$ cat config.mk
export PLATFORM = sky130hd
export DESIGN_NAME = ex_stage
export DESIGN_NICKNAME = d
export VERILOG_FILES = /design/src/rtl/ex_stage.sv
export SDC_FILE = /design/constraint.sdc
export NUM_CORES = 2
export LEC_CHECK = 0
export ABC_CLOCK_PERIOD_IN_PS = 14400
export BUFFER_PORTS_ARGS = -buffer_cell sky130_fd_sc_hd__buf_2
export CORE_ASPECT_RATIO = 1.25
export CORE_MARGIN = 3
export CORE_UTILIZATION = 30
export DETAILED_ROUTE_END_ITERATION = 8
export PLACE_DENSITY_LB_ADDON = 0.25
export SLEW_MARGIN = 30
export SYNTH_ARGS = -nofsm -noshare
export SYNTH_HDL_FRONTEND = slang
export SYNTH_SLANG_ARGS = --single-unit
$ cat constraint.sdc
create_clock -name clk -period 14.4 [get_ports clk]
set_input_delay 0 -clock clk [delete_from_list [all_inputs] [get_ports clk]]
set_output_delay 0 -clock clk [all_outputs]
set_load 0.05 [all_outputs]
$ cat src/rtl/ex_stage.sv
// ---------------------------------------------------------------------------
// ex_stage
//   Execute stage with the EX/MEM pipeline register folded in. Takes the
//   ID/EX register outputs (EX_*), computes the 64-bit ALU result and
//   registers result and control into the MEM_* outputs.
//
//   Single-cycle ops reach MEM_* one edge after they appear on EX_*.
//   MUL is an iterative shift-and-add multiplier that consumes MUL_BITS
//   multiplier bits per cycle (N = 64/MUL_BITS iterations). While it runs,
//   ex_stall holds the upstream pipeline and MEM_* carries bubbles.
//
// Handshake: ex_stall is combinational. While ex_stall = 1 the upstream
//   stages (PC, IF/ID, ID/EX) must keep their contents, so EX_* is stable.
//   The cycle with ex_stall = 0 is the one in which the instruction on EX_*
//   is consumed, and the next edge may advance upstream.
//
// Ports:
//   clk           pipeline clock, rising edge
//   reset         asynchronous, active-high reset
//   EX_WRegEn     register-write enable from ID/EX
//   EX_WMemEn     memory-write enable from ID/EX
//   EX_R1out      operand A
//   EX_R2out      operand B / store data
//   EX_WReg1      destination register
//   EX_ALUopcode  ALU operation
//   MEM_WRegEn    registered register-write enable
//   MEM_WMemEn    registered memory-write enable
//   MEM_ALUout    registered ALU result / memory address
//   MEM_R2out     registered store data
//   MEM_WReg1     registered destination register
//   ex_stall      upstream hold request (combinational)
//   fsm_state     debug view of the multiplier FSM (0 IDLE, 1 RUN, 2 DONE)
// ---------------------------------------------------------------------------
module ex_stage #(
    // Must divide 64.
    parameter int MUL_BITS = 4
) (
    input  logic        clk,
    input  logic        reset,
    input  logic        EX_WRegEn,
    input  logic        EX_WMemEn,
    input  logic [63:0] EX_R1out,
    input  logic [63:0] EX_R2out,
    input  logic [4:0]  EX_WReg1,
    input  logic [3:0]  EX_ALUopcode,
    output logic        MEM_WRegEn,
    output logic        MEM_WMemEn,
    output logic [63:0] MEM_ALUout,
    output logic [63:0] MEM_R2out,
    output logic [4:0]  MEM_WReg1,
    output logic        ex_stall,
    output logic [1:0]  fsm_state
);

    localparam int N     = 64 / MUL_BITS;
    localparam int CNT_W = (N > 1) ? $clog2(N) : 1;

    localparam logic [3:0] OP_ADD   = 4'd0;
    localparam logic [3:0] OP_SUB   = 4'd1;
    localparam logic [3:0] OP_AND   = 4'd2;
    localparam logic [3:0] OP_OR    = 4'd3;
    localparam logic [3:0] OP_XOR   = 4'd4;
    localparam logic [3:0] OP_SLL   = 4'd5;
    localparam logic [3:0] OP_SRL   = 4'd6;
    localparam logic [3:0] OP_SRA   = 4'd7;
    localparam logic [3:0] OP_SLT   = 4'd8;
    localparam logic [3:0] OP_SLTU  = 4'd9;
    localparam logic [3:0] OP_MUL   = 4'd10;
    localparam logic [3:0] OP_PASSB = 4'd11;

    typedef enum logic [1:0] {
        IDLE     = 2'd0,
        MUL_RUN  = 2'd1,
        MUL_DONE = 2'd2
    } state_t;

    state_t state_q, state_d;

    // Multiplier datapath registers.
    logic [63:0]      mcand_q;
    logic [63:0]      mplier_q;
    logic [63:0]      acc_q;
    logic [CNT_W-1:0] cnt_q;

    // Control strobes from the FSM to the datapath.
    logic start_mul;
    logic step_mul;
    logic stall_raw;

    // Next values for the EX/MEM register.
    logic        mem_wregen_d;
    logic        mem_wmemen_d;
    logic [63:0] mem_aluout_d;
    logic [63:0] mem_r2out_d;
    logic [4:0]  mem_wreg1_d;

    logic        active;
    logic        is_mul_op;
    logic [5:0]  shamt;
    logic [63:0] alu_result;
    logic [63:0] mul_digit;
    logic [63:0] partial;

    assign active    = EX_WRegEn | EX_WMemEn;
    assign is_mul_op = (EX_ALUopcode == OP_MUL);
    assign shamt     = EX_R2out[5:0];

    // ------------------------------------------------------------------
    // Single-cycle ALU. MUL yields 0 here; its result comes from acc_q.
    // ------------------------------------------------------------------
    always_comb begin
        alu_result = 64'd0;
        case (EX_ALUopcode)
            OP_ADD:   alu_result = EX_R1out + EX_R2out;
            OP_SUB:   alu_result = EX_R1out - EX_R2out;
            OP_AND:   alu_result = EX_R1out & EX_R2out;
            OP_OR:    alu_result = EX_R1out | EX_R2out;
            OP_XOR:   alu_result = EX_R1out ^ EX_R2out;
            OP_SLL:   alu_result = EX_R1out << shamt;
            OP_SRL:   alu_result = EX_R1out >> shamt;
            OP_SRA:   alu_result = $unsigned($signed(EX_R1out) >>> shamt);
            OP_SLT:   alu_result = {63'd0, ($signed(EX_R1out) < $signed(EX_R2out))};
            OP_SLTU:  alu_result = {63'd0, (EX_R1out < EX_R2out)};
            OP_PASSB: alu_result = EX_R2out;
            default:  alu_result = 64'd0;
        endcase
    end

    // One radix-2^MUL_BITS digit of the multiplier times the (pre-shifted)
    // multiplicand. Only the low 64 bits of the product are ever needed, so
    // the multiplicand is allowed to shift its upper bits out.
    assign mul_digit = 64'(mplier_q[MUL_BITS-1:0]);
    assign partial   = mcand_q * mul_digit;

    // ------------------------------------------------------------------
    // FSM: next state, stall and EX/MEM next values.
    // ------------------------------------------------------------------
    always_comb begin
        state_d      = state_q;
        stall_raw    = 1'b0;
        start_mul    = 1'b0;
        step_mul     = 1'b0;
        mem_wregen_d = 1'b0;
        mem_wmemen_d = 1'b0;
        mem_aluout_d = 64'd0;
        mem_r2out_d  = 64'd0;
        mem_wreg1_d  = 5'd0;

        case (state_q)
            IDLE: begin
                if (is_mul_op && active) begin
                    // Stall in the same cycle the MUL shows up so ID/EX holds it.
                    stall_raw = 1'b1;
                    start_mul = 1'b1;
                    state_d   = MUL_RUN;
                end else if (!is_mul_op) begin
                    mem_wregen_d = EX_WRegEn;
                    mem_wmemen_d = EX_WMemEn;
                    mem_aluout_d = alu_result;
                    mem_r2out_d  = EX_R2out;
                    mem_wreg1_d  = EX_WReg1;
                end
                // An inactive MUL leaves the all-zero bubble defaults.
            end

            MUL_RUN: begin
                stall_raw = 1'b1;
                step_mul  = 1'b1;
                if (cnt_q == CNT_W'(N - 1)) begin
                    state_d = MUL_DONE;
                end
            end

            MUL_DONE: begin
                // Operands came from the latched copies; control is taken
                // from ID/EX now, which upstream has held throughout.
                mem_wregen_d = EX_WRegEn;
                mem_wmemen_d = EX_WMemEn;
                mem_aluout_d = acc_q;
                mem_r2out_d  = EX_R2out;
                mem_wreg1_d  = EX_WReg1;
                state_d      = IDLE;
            end

            default: begin
                state_d = IDLE;
            end
        endcase
    end

    // Reset forces IDLE asynchronously, but IDLE with a MUL on EX_* would
    // otherwise still raise the stall, so it is masked while reset is high.
    assign ex_stall  = stall_raw & ~reset;
    assign fsm_state = state_q;

    // ------------------------------------------------------------------
    // State register.
    // ------------------------------------------------------------------
    always_ff @(posedge clk or posedge reset) begin
        if (reset) begin
            state_q <= IDLE;
        end else begin
            state_q <= state_d;
        end
    end

    // ------------------------------------------------------------------
    // Multiplier datapath.
    // ------------------------------------------------------------------
    always_ff @(posedge clk or posedge reset) begin
        if (reset) begin
            mcand_q  <= 64'd0;
            mplier_q <= 64'd0;
            acc_q    <= 64'd0;
            cnt_q    <= '0;
        end else if (start_mul) begin
            mcand_q  <= EX_R1out;
            mplier_q <= EX_R2out;
            acc_q    <= 64'd0;
            cnt_q    <= '0;
        end else if (step_mul) begin
            acc_q    <= acc_q + partial;
            mcand_q  <= mcand_q << MUL_BITS;
            mplier_q <= mplier_q >> MUL_BITS;
            cnt_q    <= cnt_q + CNT_W'(1);
        end
    end

    // ------------------------------------------------------------------
    // EX/MEM pipeline register.
    // ------------------------------------------------------------------
    always_ff @(posedge clk or posedge reset) begin
        if (reset) begin
            MEM_WRegEn <= 1'b0;
            MEM_WMemEn <= 1'b0;
            MEM_ALUout <= 64'd0;
            MEM_R2out  <= 64'd0;
            MEM_WReg1  <= 5'd0;
        end else begin
            MEM_WRegEn <= mem_wregen_d;
            MEM_WMemEn <= mem_wmemen_d;
            MEM_ALUout <= mem_aluout_d;
            MEM_R2out  <= mem_r2out_d;
            MEM_WReg1  <= mem_wreg1_d;
        end
    end

endmodule
**Yosys cells after proc, flatten, opt, wreduce, memory -nomap -nowiden**

Cells that the tools add are included.

- $add $sub $neg: 4
- Multipliers: 1
- $lt $le $gt $ge: 2
- Equal/unequal tests: 16
- Shift-type cells: 3
- Mux-type cells: 31
- Bitwise operators: 6
- Reductions and logical operators: 5

Operators by type and width:

| cell | number |
|---|---|
| 64-bit one-hot mux with 11 select lines | 1 |
| 64-bit two-way mux | 10 |
| 64-bit one-hot mux with 2 select lines | 2 |
| 64-bit adder | 2 |
| 64-bit less-than comparator | 2 |
| 64-bit AND | 1 |
| 64-bit by 4-bit multiplier with 64-bit output | 1 |
| 64-bit bitwise OR | 1 |
| 64-bit by 6-bit left shift with 64-bit output | 1 |
| 64-bit by 6-bit >> shifter with 64-bit output | 1 |
| 64-bit by 6-bit >>> shifter with 64-bit output | 1 |
| 64-bit subtractor | 1 |
| 64-bit XOR | 1 |
| 4-bit equality test (second input constant) | 5 |
| 4-bit by 3-bit equality test with 1-bit output (second input constant) | 4 |
| 5-bit two-way mux | 2 |
| 5-bit one-hot mux with 2 select lines | 1 |
| 4-bit by 2-bit equality test with 1-bit output (second input constant) | 2 |
| 4-bit two-way mux | 2 |
| 1-bit two-way mux | 7 |
| 1-bit one-hot mux with 2 select lines | 3 |
| 4-bit by 1-bit adder with 4-bit output (second input constant) | 1 |
| 4-bit by 1-bit equality test with 1-bit output (second input constant) | 1 |
| 4-bit logical NOT | 1 |
| 12 further kinds | 14 |

- Flip-flop bits (word level): 333
- Output and inout bits: 138
- Word-level logic and storage cells: 78

**Depth between registers and ports, before layout**

- Depth in word-level cells: 5
- Gate-level depth with buffers: 21
- Gate-level depth less buffers: 19

**Worst setup path after synthesis**

Ideal clock, no wire load.

- Path kind: register to register
- Start: reg mplier_q[2]
- End: reg acc_q[48]
- Setup time: 0.133 ns
- Data arrival time: 5.055 ns
- Required time: 14.267 ns
- Path slack: 9.212 ns
- Stages on the path, launching flop included: 21
- Cell sequence: dfrtp_1 clkbuf_1 clkbuf_1 and2_1 fa_1 fa_1 inv_1 fa_1 inv_1 ha_1 a2111oi_0 o21ai_0 a41oi_1 o31ai_1 a21oi_1 o211ai_1 a21o_1 a221oi_1 o21ai_0 xnor2_1 o21ai_0

- Word-level cells in the longest chain between the ends: 4

Ends and longest elaborated chain:

| what | line | source |
|---|---|---|
| start, declared | 81 | `logic [63:0] mplier_q;` |
| start signal, assigned | 218 | `mplier_q <= EX_R2out;` |
| start signal, assigned | 224 | `mplier_q <= mplier_q >> MUL_BITS;` |
| 64-bit by 4-bit multiplier with 64-bit output | 133 | `assign partial = mcand_q * mul_digit;` |
| 64-bit adder | 222 | `acc_q <= acc_q + partial;` |
| 64-bit two-way mux | 221 | `end else if (step_mul) begin` |
| 64-bit two-way mux | 216 | `end else if (start_mul) begin` |
| end signal, assigned | 222 |  |
| end, declared | 82 | `logic [63:0] acc_q;` |

Every way passes these cells. The select of a mux whose other input is x is not followed.
A chain may end at the register's enable or synchronous reset.

**Worst setup path in the final report**

- Start: reg mplier_q[2]
- End: reg acc_q[56]

The elaborated chain is that of the path after synthesis.

==> results.txt <==
Cell Pwr Density: 114 nW/um2
std cell rows: 153
RR Startpoint: mplier_q[2]$_DFFE_PP0N_
GRT Overall Usage: 0.297
maximum clock frequency: 160 MHz
period utilisation layout: 0.434
Post-synth EDFFs: 0
worst clock skew: 0.0207 ns
total power draw: 5470 uW
Worst-Margin Slew: 1.14 ns
vias per inst: 6.06
Crit-path slowest cell: o31ai_1
setup repair bufs after CTS: 0
global-route wire length before repair: 320 mm
post-DP HPWL: 176 mm
initial antenna violation count: 22
Fill cells: 15.1k
headroom to the max-slew limit: 0.241
post-synth top area cell: dfrtp_1
Max Fanout on Critical Path: 61
critical path launch point type: flip-flop
clock-pin slew on the worst setup and hold paths: 0.06 ns
Final GP Congestion: 1.05
FFs w/ async S/R, synth: 1.00
Synth top area share: 0.196
CP endpoint kind: flip-flop
Synth Area in Simple Gates: 0.178
critical path class: reg2reg
post-synthesis cell count: 5479
main area contributors after synthesis: dfrtp_1 (20%), fa_1 (8.7%), ha_1 (7.9%)
Global Route met2 Usage: 0.470
Synth Area in Compound Gates: 0.286
CTS H-tree depth: 2
vias in the first global route: 43.4k
Leakage: 0.0213 uW
sequential-to-total area share from yosys stat: 0.196
Largest stage delay, worst path: 0.80 ns
Synth Cell Area: 42500 um2
Post-Synth Adder-Cell Area: 0.166
die height: 427 um
initial DRC count: 5384
Skew-Pair Late Insertion Delay: 0.64 ns
GR Layer Usage met3: 0.0487
largest family of logic cells by synthesized area: compound AO/OA/AOI/OAI gates
Ports: 279
RSZ-0062 raised after global routing: no
crit path cell chain: buf_4 -> and2_1 -> fa_1 -> fa_1 -> inv_1 -> fa_1 -> inv_1 -> ha_1 -> o21ai_0 -> o21ai_0 -> a41oi_1 -> o31ai_1 -> a211oi_2 -> a2bb2oi_2 -> o41ai_2 -> nand2_1 -> o21ai_1 -> xnor2_1 -> a22o_1
antenna viol nets, final: 0
CTS tree: built
Worst VDD drop: 0.106 mV
Syn Area/Cell: 7.76 um2
Final min period: 6.25 ns
GR Layer Usage met1: 0.381
Slew Viols, Final: 0
Total Wirelength: 225 mm
chip width: 343 um
pin count of the biggest net entering global routing: 123
CORE AREA: 140000 um2
xor/xnor cell area share of the yosys netlist: 0.0157
Critical Path Most Common Cell: fa_1
Most used DFF post-synth: dfrtp_1
CTS Buf Count: 40
Port Buffers: 278
Crit. Startpoint: mplier_q[2]$_DFFE_PP0N_
footprint of the multi-input gates: 30800 um2
Initial Utilization: 0.304
share of layout cells above drive strength 1: 0.109
status: finished clean
Worst Hold Class: in2reg
Syn Nets: 6074
Yosys warnings: 0
DR DRC count: 0
grt ovf: 0
P&R area growth vs syn: 12.6%
drt first pass iters: 9
Nets: 6179
# setup viols final: 0
#FFs+latches synth: 333
Worst Path Required: 14.91 ns
Root Buffer: clkbuf_16
Top delay family on crit path: compound AO/OA/AOI/OAI gates
critical path data arrival time: 6.76 ns
multiplexer area fraction after synthesis: 0.0772
Cell variety after synth: 93
max cap viols: 0
register area: 8340 um2
Setup TNS: 0 ns
GR peak layer: met2
via count: 45.4k
final hold violation count: 0
hold_sp: EX_R1out[49]
clock sink count: 333
WL per Instance: 30.1 um
worst path bufs/invs: 3
clock buffer depth: 3
Die Area: 146000 um2
## per-stage QoR
step / instances / setup WS (ns) / util / hold WS [ns] / instance area (um2)
2_1_floorplan: 5479 / 5.18 / - / 0.129 / 42500
3_3_place_gp: 7302 / 8.14 / 0.325 / 0.206 / 45500
3_5_place_dp: 7303 / 8.15 / 0.325 / 0.214 / 45500
4_1_cts: 7471 / 8.13 / 0.342 / 0.00210 / 47800
5_1_grt: 7477 / 7.70 / 0.342 / 0.0573 / 47900
6_report: 7480 / 8.15 / 0.342 / 0.0477 / 47900
## worst paths after layout
kind | endpoint | slack [ns] | depth (start not counted)
max in group asynchronous | fsm_state[0]$_DFFE_PP0P_ | 12.95 | 4
worst min-delay path | mcand_q[49]$_DFFE_PP0N_ | 0.05 | 4
worst min register to register | mplier_q[59]$_DFFE_PP0N_ | 0.49 | 2
worst max register to register | acc_q[56]$_DFFE_PP0N_ | 8.15 | 19
min in group asynchronous | MEM_R2out[61]$_DFF_PP0_ | 0.08 | 3
worst max-delay path | acc_q[56]$_DFFE_PP0N_ | 8.15 | 19
## routing by layer
metal / wire length (um) / vias up
li1: - / 19775
met1: 89900 / 22656
met2: 101000 / 2382
met3: 17900 / 541
met4: 16000 / 6
met5: 33 / -
## cells in the mapped netlist (27+ instances only)
cell and n:
nand2_1 524, o21bai_1 58, clkbuf_1 313, ha_1 270, a21oi_1 474, and2_1 250
nand4_1 61, dfrtp_1 333, a221o_1 31, mux2_2 46, o211ai_1 44, o221ai_1 34
a21o_1 66, nor3_1 138, xnor2_1 48, o21ai_0 417, a31oi_1 39, xor2_1 28
nor4_1 31, nand2b_1 27, o31ai_1 33, mux4_2 60, a221oi_1 66, fa_1 184
o22ai_1 38, buf_2 48, mux2i_1 141, a22oi_1 142, inv_1 493, a211oi_1 88
nor2_1 448, o31a_1 77, nand3_1 56, a22o_1 32, buf_1 39
## registers in the layout (all words and copies together), names as in the netlist
name and count:
acc_q 64, mcand_q 64, MEM_WRegEn 1, fsm_state 2, MEM_R2out 64, mplier_q 64
MEM_ALUout 64, MEM_WMemEn 1, MEM_WReg1 5, cnt_q 4
## cell usage in the layout (no fill, tap or decap), types with 66 or more instances in the layout
cell type,Yosys,final
a221oi_1,66,66
fa_1,184,184
dfrtp_1,333,330
mux2i_1,141,141
ha_1,270,270
buf_4,1,90
a22oi_1,142,142
a21oi_1,474,474
nor2_1,448,445
buf_2,48,273
a211oi_1,88,87
and2_1,250,249
inv_1,493,490
nand2_1,524,522
dlygate4sd3_1,0,97
nor3_1,138,134
o31a_1,77,77
o21ai_0,417,409
## cells by family (layout without fill, tap and decap cells)
| group | count (synthesis) | after routing |
|---|---|---|
| XOR/XNOR | 76 | 76 |
| AO/OA/AOI/OAI | 1837 | 1837 |
| AND/OR/NAND/NOR | 1630 | 1630 |
| buffers and inverters | 902 | 1036 |
| other | 0 | 7 |
| adder cells (fa/ha/maj) | 454 | 454 |
| flip-flops | 333 | 333 |
| multiplexers | 247 | 247 |
## cell type report
cell class / count / area share
Clock buffer: 55 / 0.0238
Timing Repair Buffer: 466 / 0.0652
Sequential cell: 333 / 0.174
Tap cell: 1860 / 0.0486
Multi-Input combinational cell: 4244 / 0.644
Clock inverter: 16 / 0.00449
Inverter: 499 / 0.0394
Antenna cell: 7 / 0.000366
## where the power goes
part	internal, uW	switching (uW)	total, uW
Sequential	1190	367	1550
Clock	627	468	1090
Combinational	866	1960	2830
Total	2680	2790	5470
## worst reg2reg max path: stages (launching register included)
cell and delay, ns:
dfrtp_1 0.39, buf_4 0.51, and2_1 0.24, fa_1 0.43, fa_1 0.49, inv_1 0.05
fa_1 0.47, inv_1 0.04, ha_1 0.33, o21ai_0 0.10, o21ai_0 0.25, a41oi_1 0.24
o31ai_1 0.80, a211oi_2 0.32, a2bb2oi_2 0.28, o41ai_2 0.62, nand2_1 0.12, o21ai_1 0.17
xnor2_1 0.08, a22o_1 0.19
## timing repair
action	in CTS	in global routing
resized for setup	0	0
hold endpoints to repair	252	0
setup endpoints to repair	0	0
hold buffers	97	0
Power figures use the tool's default switching activity.
